`config.mk`:
```
export PLATFORM = sky130hd
export DESIGN_NAME = move_entry
export DESIGN_NICKNAME = d
export VERILOG_FILES = /design/src/rtl/move_entry.sv
export SDC_FILE = /design/constraint.sdc
export NUM_CORES = 1
export LEC_CHECK = 0
export CAP_MARGIN = 30
export CORE_AREA = 2 2 59 88
export DETAILED_ROUTE_END_ITERATION = 10
export DIE_AREA = 0 0 61 90
export HOLD_SLACK_MARGIN = 0.1
export PLACE_DENSITY = 0.76
export RECOVER_POWER = 50
export SETUP_SLACK_MARGIN = 0.15
export SLEW_MARGIN = 0
export SYNTH_ARGS = -nofsm -noshare
export SYNTH_HDL_FRONTEND = slang
export SYNTH_SLANG_ARGS = --single-unit
export TNS_END_PERCENT = 20
```
`constraint.sdc`:
```
create_clock -name clk -period 2.54 [get_ports clk]
set_clock_uncertainty 0.1 [all_clocks]
set_input_delay 0.381 -clock clk [delete_from_list [all_inputs] [get_ports clk]]
set_output_delay 0.381 -clock clk [all_outputs]
set_load 0.01 [all_outputs]
```
`src/rtl/move_entry.sv`:
```
// move_entry
//   Human move entry for a 3x3 board game. Synchronizes the square-select
//   switches and the enter pushbutton, debounces enter, and on each press
//   validates the selected square against the board occupancy (human and
//   computer moves). A valid square is accepted; anything else is rejected.
//
// Ports
//   clk        in   clock, all state changes on the rising edge
//   rst        in   synchronous active-high reset
//   sw[3:0]    in   raw square-select switches (squares 0-8)
//   enter      in   raw bouncing pushbutton, high = pressed
//   c_move     in   square taken by the computer player
//   c_valid    in   one-cycle strobe qualifying c_move
//   h_move     out  last accepted human square, 4'hF = none yet
//   move_valid out  one-cycle pulse when h_move updates
//   move_err   out  one-cycle pulse on a rejected press
//   occupied   out  bit i set = square i taken by either player
//   move_count out  accepted human moves, saturating at 9
//   board_full out  all nine squares taken
//
// state        | meaning
// -------------+-----------------------------------------------------
// IDLE         | waiting for a debounced press
// CHECK        | validating the captured square against the board
// ACCEPT       | move_valid pulse, occupancy/count update
// REJECT       | move_err pulse, nothing else changes
// WAIT_RELEASE | holding off until the button is released
module move_entry #(
  parameter logic [15:0] DEBOUNCE_CYCLES = 16'd50000
) (
  input  logic       clk,
  input  logic       rst,
  input  logic [3:0] sw,
  input  logic       enter,
  input  logic [3:0] c_move,
  input  logic       c_valid,
  output logic [3:0] h_move,
  output logic       move_valid,
  output logic       move_err,
  output logic [8:0] occupied,
  output logic [3:0] move_count,
  output logic       board_full
);

  typedef enum logic [2:0] {
    IDLE,
    CHECK,
    ACCEPT,
    REJECT,
    WAIT_RELEASE
  } state_t;

  state_t      state;
  logic [3:0]  sw_s1, sw_s2;
  logic        en_s1, en_s2;
  logic        db_level, db_prev;
  logic [15:0] db_cnt;
  logic [3:0]  sw_cap;

  logic        press;
  logic [8:0]  c_bits;
  logic [8:0]  cap_bits;
  logic        check_ok;

  // One-hot square decode; squares above 8 decode to nothing.
  function automatic logic [8:0] decode_sq(input logic [3:0] sq);
    logic [8:0] d;
    d = '0;
    for (int i = 0; i < 9; i++) begin
      if (sq == 4'(i)) d[i] = 1'b1;
    end
    return d;
  endfunction

  assign board_full = (occupied == 9'h1FF);

  always_comb begin
    press    = db_level & ~db_prev;
    c_bits   = c_valid ? decode_sq(c_move) : 9'h000;
    cap_bits = decode_sq(sw_cap);
    // A computer move landing in the CHECK cycle counts as already taken.
    check_ok = (sw_cap <= 4'd8) && !board_full &&
               ((cap_bits & (occupied | c_bits)) == 9'h000);
  end

  always_ff @(posedge clk) begin
    if (rst) begin
      state      <= IDLE;
      sw_s1      <= '0;
      sw_s2      <= '0;
      en_s1      <= 1'b0;
      en_s2      <= 1'b0;
      db_level   <= 1'b0;
      db_prev    <= 1'b0;
      db_cnt     <= '0;
      sw_cap     <= '0;
      h_move     <= 4'hF;
      move_valid <= 1'b0;
      move_err   <= 1'b0;
      occupied   <= '0;
      move_count <= '0;
    end else begin
      sw_s1 <= sw;
      sw_s2 <= sw_s1;
      en_s1 <= enter;
      en_s2 <= en_s1;

      if (en_s2 != db_level) begin
        if (db_cnt == DEBOUNCE_CYCLES - 16'd1) begin
          db_level <= ~db_level;
          db_cnt   <= '0;
        end else begin
          db_cnt <= db_cnt + 16'd1;
        end
      end else begin
        db_cnt <= '0;
      end
      db_prev <= db_level;

      move_valid <= 1'b0;
      move_err   <= 1'b0;
      occupied   <= occupied | c_bits;

      case (state)
        IDLE: begin
          if (press) begin
            sw_cap <= sw_s2;
            state  <= CHECK;
          end
        end
        CHECK: begin
          if (check_ok) begin
            move_valid <= 1'b1;
            h_move     <= sw_cap;
            state      <= ACCEPT;
          end else begin
            move_err <= 1'b1;
            state    <= REJECT;
          end
        end
        ACCEPT: begin
          // OR-merge so a simultaneous computer move on the same square is benign.
          occupied <= occupied | c_bits | cap_bits;
          if (move_count != 4'd9) move_count <= move_count + 4'd1;
          state <= WAIT_RELEASE;
        end
        REJECT: begin
          state <= WAIT_RELEASE;
        end
        WAIT_RELEASE: begin
          if (!db_level) state <= IDLE;
        end
        default: state <= IDLE;
      endcase
    end
  end

endmodule

```
==> reports/results.ini <==
[final_layout]
stdcell_count = 362
drive_above_1_share = 0.1047
final_net_count = 310
diodes = 0
area_growth_pct = 23.08
n_fill_cell = 437

[detailed_routing]
postRouteAntennaNets = 0
drc = 0
vias = 1927
wl_mm = 4.606
vias_per_cell = 5.323
drtIter0Drc = 72
first_pass_iters = 4
avgRoutedWirePerCell_microns = 12.72

[floorplan]
pin_count = 32
rows = 31
dieWidth_microns = 61
fp.dieArea_sq_um = 5490
core_sq_um = 4771
start_util = 0.4807
die_h_microns = 90

[clocking]
cts_buffers = 5
clock_path_buffers = 2
hold_buffers = 0
tritoncts = yes
cts.clk_slew.worst_paths_ns = 0.09
root_buffer = clkbuf_8
cts.htree.levels = 2
cts_sinks = 54
clock_latency_ns = 0.31

[synth]
synth_compound_area_frac = 0.1200
syn_area_per_cell_sq_um = 8.994
synth_top_family_by_area = simple AND/OR/NAND/NOR gates
yosys.area_share.simple = 0.2646
ys_warn_count = 0
synth.yosys.seq_area_share = 0.4714
synth_xor_area_frac = 0.06492
ys_seq_elements = 54
synth_mux_area_frac = 0.02182
synth-adder-area-share = 0.01637
syn_inst = 255
ys_types = 44
syn-num-nets = 270
syn_area_sq_um = 2293

[setup_path]
path_cells = clkdlybuf4s50_1 > buf_4 > nor2b_2 > a31oi_1 > o22ai_1 > a211o_1 > o21a_1 > a311o_1
critical-path-top-delay-family = compound AO/OA/AOI/OAI gates
crit_buf_inv = 2
rr_worst_depth = 5
cp_slowest_cell = clkdlybuf4s50_1
critPathLaunchType = primary input
worstPathMaxFanout = 4
crit_arrival_ns = 2.40
cp.required_ns = 2.64
rrSetupSlack_ns = 0.37
path_depth = 8
r2r-start = sw_cap[2]
worst_path_largest_cell_delay_ns = 0.45
endpoint_kind = flop
critPathKind = primary input to flop
r2r-end = h_move[3]

[timing]
layout_setup_ws_ns = 0.2437
rsz0062_at_grt = no
setup-violations-final = 0
tightest_slew_ns = 0.7193
finalHoldViolations = 0
drv_slew = 0
period_needed_ns = 2.296
max_freq_mhz = 435.5
fin_crit_sh = 0.9040
relSlewSlack = 0.5205

[global_routing]
gr-total-overflow = 0
grt_pass1_wl_mm = 7.969
antenna_found_initial = 0
first_global_vias = 1863
grt_usage = 0.1893
grt_max_degree = 39

[place]
port_buffers = 31
dpl.cell_count = 354
routabilityCongestion = 0.9673
pre_cts_slack_ns = -0.1027
place_hpwl_mm = 3.413

[outcome]
status = completed

[job]
max_cap_violations = 0

[min_path]
hold_end = sw_s2[0]
hold_start = sw_s1[0]
whs_path_depth = 1
min_path_type = flop to flop

[pwr]
powerDensity_nw_per_um2 = 530.0
totalPowerFinal_mw = 1.496
leakagePower_nw = 1.047
vdd_drop_max_mv = 0.3738

## registers in the layout (all words and copies together), names as in the netlist
signal,flops
db_prev,1
move_valid,1
occupied,9
h_move,4
sw_cap,4
sw_s1,4
move_err,1
db_cnt,16
sw_s2,4
state,3
en_s2,1
move_count,4
en_s1,1
db_level,1
## layout make-up
| class | instances | area [sq um] | share of cell area |
|---|---|---|---|
| tap | 66 | 82.58 | 0.02926 |
| timing repair buffer | 43 | 397.9 | 0.1410 |
| clock inverter | 3 | 40.04 | 0.01418 |
| inverter | 4 | 15.01 | 0.005319 |
| multi-input combinational | 187 | 1137 | 0.4029 |
| sequential | 54 | 1081 | 0.3830 |
| clock buffer | 5 | 68.82 | 0.02438 |
## per-layer routing
layer / wire length, microns / GRT usage / up-vias
met2: 2533 / 0.3289 / 46
met3: 146 / 0.04029 / 16
met4: 165 / 0.1105 / 0
met1: 1761 / 0.1972 / 903
li1: - / - / 962
met5: 0 / 0 / -
## per-stage QoR
| step | cell area [sq um] | setup TNS [ns] | utilization | hold WS (ns) |
|---|---|---|---|---|
| global placement | 2698 | -0.2109 | 0.5654 | 0.3204 |
| floorplan | 2293 | 0 | - | 0.3138 |
| finish | 2823 | 0 | 0.5917 | 0.3334 |
| detailed placement | 2698 | -0.2745 | 0.5654 | 0.3239 |
| global route | 2823 | 0 | 0.5917 | 0.3590 |
| CTS | 2806 | 0 | 0.5883 | 0.3423 |
## kinds of logic after synthesis
| family | count (synthesis) |
|---|---|
| adder cells (fa/ha/maj) | 3 |
| AND/OR/NAND/NOR | 121 |
| multiplexers | 5 |
| flip-flops | 54 |
| AO/OA/AOI/OAI | 41 |
| XOR/XNOR | 17 |
| buffers and inverters | 14 |
## where the power goes
part | total [mW] | switching [mW] | internal, mW
Clock | 0.559 | 0.269 | 0.290
Sequential | 0.862 | 0.00529 | 0.857
Combinational | 0.0752 | 0.0344 | 0.0408
## worst register-to-register path: stages (launching register included)
cell	delay (ns)
dfxtp_1	0.45
or3_1	0.41
a221o_1	0.32
a211o_1	0.28
o21a_1	0.19
a311o_1	0.31
## worst max path at each step
stage          slack [ns]   endpoint       from
2_1_floorplan        0.46  h_move[1]  c_move[3]
3_3_place_gp        -0.07  h_move[1]  c_move[3]
3_5_place_dp        -0.10  h_move[3]  c_move[3]
4_1_cts              0.23  h_move[3]  c_move[3]
5_1_grt              0.15  h_move[1]    c_valid
6_report             0.24  h_move[3]    c_valid
## cells in the mapped netlist, drive strengths merged
master,number,share of area
a211o,2,0.0082
a211oi,1,0.0033
a21o,1,0.0033
a21oi,14,0.031
a221o,1,0.0044
a221oi,1,0.0038
a311o,3,0.013
a31oi,5,0.014
a32oi,1,0.0038
a41oi,2,0.0076
and2,2,0.0065
and2b,2,0.0065
and3,4,0.011
and3b,1,0.0038
and4,2,0.0076
buf,2,0.0082
clkbuf,8,0.026
dfxtp,54,0.47
ha,3,0.016
inv,4,0.0065
mux2i,5,0.022
nand2,19,0.031
nand2b,2,0.0055
nand3,11,0.024
nand4,7,0.019
nor2,40,0.065
nor2b,14,0.038
nor3,7,0.015
nor3b,2,0.0065
nor4,1,0.0027
o21a,3,0.0098
o21ai,3,0.0065
o22ai,3,0.0082
o2bb2ai,1,0.0038
or2,2,0.0055
or2b,2,0.0071
or3,3,0.0082
xnor2,5,0.019
xor2,12,0.046
## repair_timing
action                                  in CTS  in global routing
endpoints found under the setup margin       0                  3
gates resized for setup                      0                  4
hold endpoints to repair                     0                  0
setup buffers                                0                  0
## placed cells by master, fill, tap and decap left out, drive strengths merged, types with 6 or more instances in the layout
cell type	synthesis	layout
xor2	12	12
nand4	7	7
nand2	19	19
dfxtp	54	54
nand3	11	11
dlygate4sd3	0	8
clkdlybuf4s50	0	23
nor3	7	7
clkbuf	8	6
buf	2	11
a21oi	14	14
nor2b	14	14
nor2	40	40
(Power assumes the default switching activity.)
